===== src/rtl/phase_alu_sequencer.sv =====
// Phase-driven multi-cycle ALU: follows the one-hot phase stream of the modulo-5 counter,
// loads A/B, computes, writes back, and aborts with a sticky error on an illegal or stalled phase.
module phase_alu_sequencer #(
    parameter int unsigned WIDTH   = 8,
    parameter int unsigned TIMEOUT = 8
) (
    input  logic             clk,
    input  logic             reset,
    input  logic             start,
    input  logic [1:0]       op,
    input  logic [WIDTH-1:0] data_in,
    input  logic [4:0]       phase,
    output logic             begin_signal,
    output logic             end_signal,
    output logic             busy,
    output logic             done,
    output logic [WIDTH-1:0] result,
    output logic             carry,
    output logic             overflow,
    output logic             zero,
    output logic             phase_error
);

    localparam int unsigned TW = $clog2(TIMEOUT + 1);

    typedef enum logic {StIdle, StRun} state_e;
    state_e state_q, state_d;

    logic [2:0]       exp_q, exp_d, last_q, last_d;
    logic [TW-1:0]    tcnt_q, tcnt_d;
    logic [1:0]       op_q, op_d;
    logic [WIDTH-1:0] a_q, a_d, b_q, b_d, tmp_q, tmp_d;
    logic             tmp_c_q, tmp_c_d, tmp_v_q, tmp_v_d;
    logic             pend_q, pend_d;
    logic             begin_q, begin_d, end_q, end_d, busy_q, busy_d, done_q, done_d;
    logic [WIDTH-1:0] result_q, result_d;
    logic             carry_q, carry_d, ovf_q, ovf_d, zero_q, zero_d, err_q, err_d;

    logic             held, timed_out, advance;
    logic             accept, run_held, run_adv, run_abort;
    logic [WIDTH:0]   sum;
    logic [WIDTH-1:0] alu_r;
    logic             alu_c, alu_v;

    always_comb begin
        held      = (phase == (5'b00001 << last_q));
        timed_out = (tcnt_q == TW'(TIMEOUT - 1));
        advance   = !held && (phase == (5'b00001 << exp_q));
    end

    always_ff @(posedge clk) begin
        if (reset) begin
            state_q <= StIdle;
        end else begin
            state_q <= state_d;
        end
    end

    always_comb begin
        state_d   = state_q;
        accept    = 1'b0;
        run_held  = 1'b0;
        run_adv   = 1'b0;
        run_abort = 1'b0;
        unique case (state_q)
            StIdle: begin
                if (start) begin
                    accept  = 1'b1;
                    state_d = StRun;
                end
            end
            StRun: begin
                if (held) begin
                    if (timed_out) begin
                        run_abort = 1'b1;
                        state_d   = StIdle;
                    end else begin
                        run_held = 1'b1;
                    end
                end else if (advance) begin
                    run_adv = 1'b1;
                    if (exp_q == 3'd0) state_d = StIdle;
                end else begin
                    run_abort = 1'b1;
                    state_d   = StIdle;
                end
            end
            default: state_d = StIdle;
        endcase
    end

    // Subtraction reuses the adder as A + ~B + 1, so carry doubles as no-borrow.
    always_comb begin
        sum   = {1'b0, a_q} + {1'b0, (op_q[0] ? ~b_q : b_q)} + {{WIDTH{1'b0}}, op_q[0]};
        alu_r = '0;
        alu_c = 1'b0;
        alu_v = 1'b0;
        unique case (op_q)
            2'b00, 2'b01: begin
                alu_r = sum[WIDTH-1:0];
                alu_c = sum[WIDTH];
                alu_v = (a_q[WIDTH-1] == (b_q[WIDTH-1] ^ op_q[0]))
                        && (sum[WIDTH-1] != a_q[WIDTH-1]);
            end
            2'b10:   alu_r = a_q & b_q;
            default: alu_r = a_q | b_q;
        endcase
    end

    always_comb begin
        exp_d    = exp_q;
        last_d   = last_q;
        tcnt_d   = tcnt_q;
        op_d     = op_q;
        a_d      = a_q;
        b_d      = b_q;
        tmp_d    = tmp_q;
        tmp_c_d  = tmp_c_q;
        tmp_v_d  = tmp_v_q;
        result_d = result_q;
        carry_d  = carry_q;
        ovf_d    = ovf_q;
        zero_d   = zero_q;
        err_d    = err_q;
        pend_d   = 1'b0;
        begin_d  = 1'b0;
        end_d    = pend_q;
        done_d   = 1'b0;
        busy_d   = (state_d == StRun);
        if (accept) begin
            op_d    = op;
            begin_d = 1'b1;
            err_d   = 1'b0;
            exp_d   = 3'd1;
            last_d  = 3'd0;
            tcnt_d  = '0;
        end
        if (run_held) tcnt_d = tcnt_q + 1'b1;
        if (run_adv) begin
            last_d = exp_q;
            exp_d  = (exp_q == 3'd4) ? 3'd0 : exp_q + 3'd1;
            tcnt_d = '0;
            unique case (exp_q)
                3'd1: a_d = data_in;
                3'd2: b_d = data_in;
                3'd3: begin
                    tmp_d   = alu_r;
                    tmp_c_d = alu_c;
                    tmp_v_d = alu_v;
                end
                3'd4: begin
                    result_d = tmp_q;
                    carry_d  = tmp_c_q;
                    ovf_d    = tmp_v_q;
                    zero_d   = (tmp_q == '0);
                    end_d    = 1'b1;
                end
                default: done_d = 1'b1;
            endcase
        end
        if (run_abort) begin
            err_d = 1'b1;
            end_d = 1'b1;
        end
    end

    // pend_q makes end_signal pulse once after reset so the counter is forced idle.
    always_ff @(posedge clk) begin
        if (reset) begin
            exp_q    <= '0;
            last_q   <= '0;
            tcnt_q   <= '0;
            op_q     <= '0;
            a_q      <= '0;
            b_q      <= '0;
            tmp_q    <= '0;
            tmp_c_q  <= 1'b0;
            tmp_v_q  <= 1'b0;
            pend_q   <= 1'b1;
            begin_q  <= 1'b0;
            end_q    <= 1'b0;
            busy_q   <= 1'b0;
            done_q   <= 1'b0;
            result_q <= '0;
            carry_q  <= 1'b0;
            ovf_q    <= 1'b0;
            zero_q   <= 1'b0;
            err_q    <= 1'b0;
        end else begin
            exp_q    <= exp_d;
            last_q   <= last_d;
            tcnt_q   <= tcnt_d;
            op_q     <= op_d;
            a_q      <= a_d;
            b_q      <= b_d;
            tmp_q    <= tmp_d;
            tmp_c_q  <= tmp_c_d;
            tmp_v_q  <= tmp_v_d;
            pend_q   <= pend_d;
            begin_q  <= begin_d;
            end_q    <= end_d;
            busy_q   <= busy_d;
            done_q   <= done_d;
            result_q <= result_d;
            carry_q  <= carry_d;
            ovf_q    <= ovf_d;
            zero_q   <= zero_d;
            err_q    <= err_d;
        end
    end

    assign begin_signal = begin_q;
    assign end_signal   = end_q;
    assign busy         = busy_q;
    assign done         = done_q;
    assign result       = result_q;
    assign carry        = carry_q;
    assign overflow     = ovf_q;
    assign zero         = zero_q;
    assign phase_error  = err_q;

endmodule


===== config.mk =====
export PLATFORM = sky130hd
export DESIGN_NAME = phase_alu_sequencer
export DESIGN_NICKNAME = d
export VERILOG_FILES = /design/src/rtl/phase_alu_sequencer.sv
export SDC_FILE = /design/constraint.sdc
export NUM_CORES = 1
export LEC_CHECK = 0
export CORE_MARGIN = 3
export CORE_UTILIZATION = 55
export CTS_BUF_LIST = sky130_fd_sc_hd__clkbuf_4
export DETAILED_ROUTE_END_ITERATION = 8
export PLACE_DENSITY = 0.83
export SYNTH_ARGS = -nofsm -noshare
export SYNTH_HDL_FRONTEND = slang
export SYNTH_SLANG_ARGS = --single-unit

===== constraint.sdc =====
create_clock -name clk -period 7.53 [get_ports clk]
set_input_delay 1.506 -clock clk [delete_from_list [all_inputs] [get_ports clk]]
set_output_delay 1.506 -clock clk [all_outputs]
set_load 0.02 [all_outputs]

==> flow_summary_export.csv <==
group,metric,value,unit
worst_setup_path,arrival,4.12,ns
power,power.density,143,mW/mm^2
final_layout,instances_no_fill,459,
global_routing,track_usage,20.5,%
synth,yosysTopAreaCell,"dfxtp_1",
clock_tree,numCtsBuffers,5,
outcome,outcome,"completed",
synth,syn_inst,368,
timing,setup_viol,0,
synth,synth-edff-count,0,
timing,finalCriticalPeriod,3.83,ns
global_routing,antenna_found_initial,0,
final_layout,drive_gt1_share,5.68,%
synth,async_flop_share,0,%
worst_setup_path,critPathCaptureType,"flop",
clock_tree,clk_latency,0.38,ns
global_routing,grt_max_degree,73,
floorplan,coreArea,0.00564,mm^2
routing,ant_nets,0,
clock_tree,root_buffer,"clkbuf_4",
power,total_power,0.532,mW
timing,fin_ws,3.70,ns
placement,place_ws,3.31,ns
timing,slew_headroom,35.8,%
timing,worst_pin_slew,0.962,ns
routing,first_pass_iters,5,
worst_setup_path,required,7.83,ns
placement,placed_cell_area,0.00363,mm^2
final_layout,diodes,0,
final_layout,design_area,0.00371,mm^2
synth,ys_seq_area_share,33.3,%
synth,syn-cell-area,0.00330,mm^2
floorplan,io_pins,34,
final_layout,register_area,0.00110,mm^2
global_routing,globalRouteOverflowTotal,0,
power,leakagePower,1.39,nW
clock_tree,post-cts-setup-buffer-count,0,
floorplan,start_util,58.5,%
worst_setup_path,crit_fanout,27,
floorplan,std_cell_rows,27,
routing,route.detailed.wl_per_inst,15.1,um
routing,viasPerCell,6.14,
synth,ys_ff_latch,55,
run,cap_violations,0,
synth,syn_area_per_cell,8.98,um^2
final_layout,n_fill_cell,441,
placement,routabilityCongestion,0.895,
clock_tree,clockBufferDepth,2,
synth,synth.distinct_cells,59,
synth,syn_nets,402,
timing,hold_violations,0,
worst_setup_path,crit_type,"input port to flop",
routing,drc_errors,0,
routing,vias,2816,
clock_tree,holdBufCountCts,0,
hold_path,min_path_cells,2,
synth,yosys.area.top_type_share,33.3,%
worst_setup_path,critPathLaunchType,"input port",
clock_tree,cts_tree,"yes",
timing,finalMaxSlewViolations,0,
routing,drt-total-wl,6910,um
clock_tree,cts-resized-gates,0,
global_routing,grt_pass1_wl,12000,um
synth,yosys_most_used_dff,"dfxtp_1",
clock_tree,htreeDepth,2,
worst_setup_path,ff2ff_path_depth,7,
timing,clock.fmax,261,MHz
synth,yosys_warnings,0,
routing,drtIter0Drc,240,
clock_tree,clk_pin_slew_worst_paths,0.17,ns
global_routing,grt_pass1_vias,2636,
placement,post-place-cells,451,
final_layout,multiInputGateArea,0.00207,mm^2
floorplan,dieArea,0.00697,mm^2
hold_path,hp-class,"flop to flop",
placement,hpwl,4960,um
floorplan,die_h,83.5,um
timing,tns,0,ns
synth,yosys-top-cells-area,"dfxtp_1 (33%), mux2i_1 (9.1%), nand2b_1 (8.5%)",
placement,io_buffers,33,
power,ir_drop,123,uV
floorplan,die_w,83.5,um
clock_tree,cts.sinks,55,
timing,fin_crit_sh,50.8,%
timing,fin_skew,0.0201,ns
final_layout,syn_to_final_growth,12.4,%
final_layout,final_nets,420,
timing,rsz0062_at_grt,"no",
[path summary, 6_finish.rpt]
kind,start,to,slack (ns)
worst min-delay path,result[1],result[1],0.49
worst max-delay path,phase[1],b_q[0],3.70
worst min register to register,result[1],result[1],0.49
worst max register to register,exp_q[0],a_q[3],4.60
[per-layer routing]
layer	global-route usage (%)	wire, um	vias up
li1	-	-	1391
met1	26.4	3110	1318
met2	33.3	3210	95
met3	4.84	447	12
met4	7.46	140	0
met5	0	0	-
[state kept, by name, indices dropped and copies added, names as in the netlist, 2 cells and up]
signal,cells
last_q,3
result,8
exp_q,3
b_q,8
op_q,2
tcnt_q,4
a_q,8
tmp_q,8
[stage by stage]
step | hold WS [ns] | util (%)
floorplan | 0.447 | -
finish | 0.486 | 65.8
global placement | 0.455 | 64.3
global route | 0.511 | 65.8
CTS | 0.489 | 65.8
detailed placement | 0.466 | 64.3
[cells in the final DEF, fill, tap and decap left out, types with 9 or more instances in the layout]
cell	count
dfxtp_1	55
inv_1	11
nand4_1	12
a21oi_1	16
nor2_1	12
mux2i_1	30
nand2b_1	45
nand2_1	16
o21ai_0	9
ha_1	15
clkdlybuf4s50_1	32
xor2_1	9
[layout make-up]
type	instances	area share, %
Clock inverter	3	1.28
Clock buffer	5	1.01
Inverter	11	1.11
Tap cell	72	2.43
Sequential cell	55	29.7
Timing Repair Buffer	33	8.76
Multi-Input combinational cell	280	55.7
[cells by family (layout without fill, tap and decap cells)]
group	after synthesis	count (layout)	share of synthesized area, %
flops	55	55	33.3
mux	31	31	9.43
xor+xnor	15	15	3.98
buf+inv	33	52	4.02
fa+ha+maj	20	20	7.50
simple gates	136	136	25.1
compound gates	78	78	16.7
[cell usage after synthesis, types with 3 or more instances]
cell and number:
o31ai_1 5, o311ai_0 6, nand2_1 16, nand3_1 8
ha_1 15, nor3b_1 4, nand3b_1 3, a41oi_1 3
maj3_1 4, clkbuf_1 14, dfxtp_1 55, mux2i_1 30
o21ai_0 9, nor2b_1 8, and3_1 4, nor2_1 12
nand2b_1 45, a311oi_1 3, buf_1 3, a211oi_1 6
a31oi_1 5, nor4_1 4, inv_1 11, nor3_1 6
xor2_1 9, buf_2 4, xnor2_1 6, a21oi_1 16
nand4_1 12, o211ai_1 3, a21o_1 3, o21ai_1 3
[power breakdown]
group | switching, mW | total (mW) | internal [mW]
logic | 0.0356 | 0.0643 | 0.0288
registers | 0.00508 | 0.299 | 0.294
clock network | 0.0968 | 0.169 | 0.0718
[critical path, stage by stage]
cell and delay (ns):
clkdlybuf4s50_1 0.55, and3b_1 0.20, o21ai_1 0.21, a32o_1 0.80
nand4_2 0.56, mux2i_1 0.29
(Power assumes the default switching activity.)
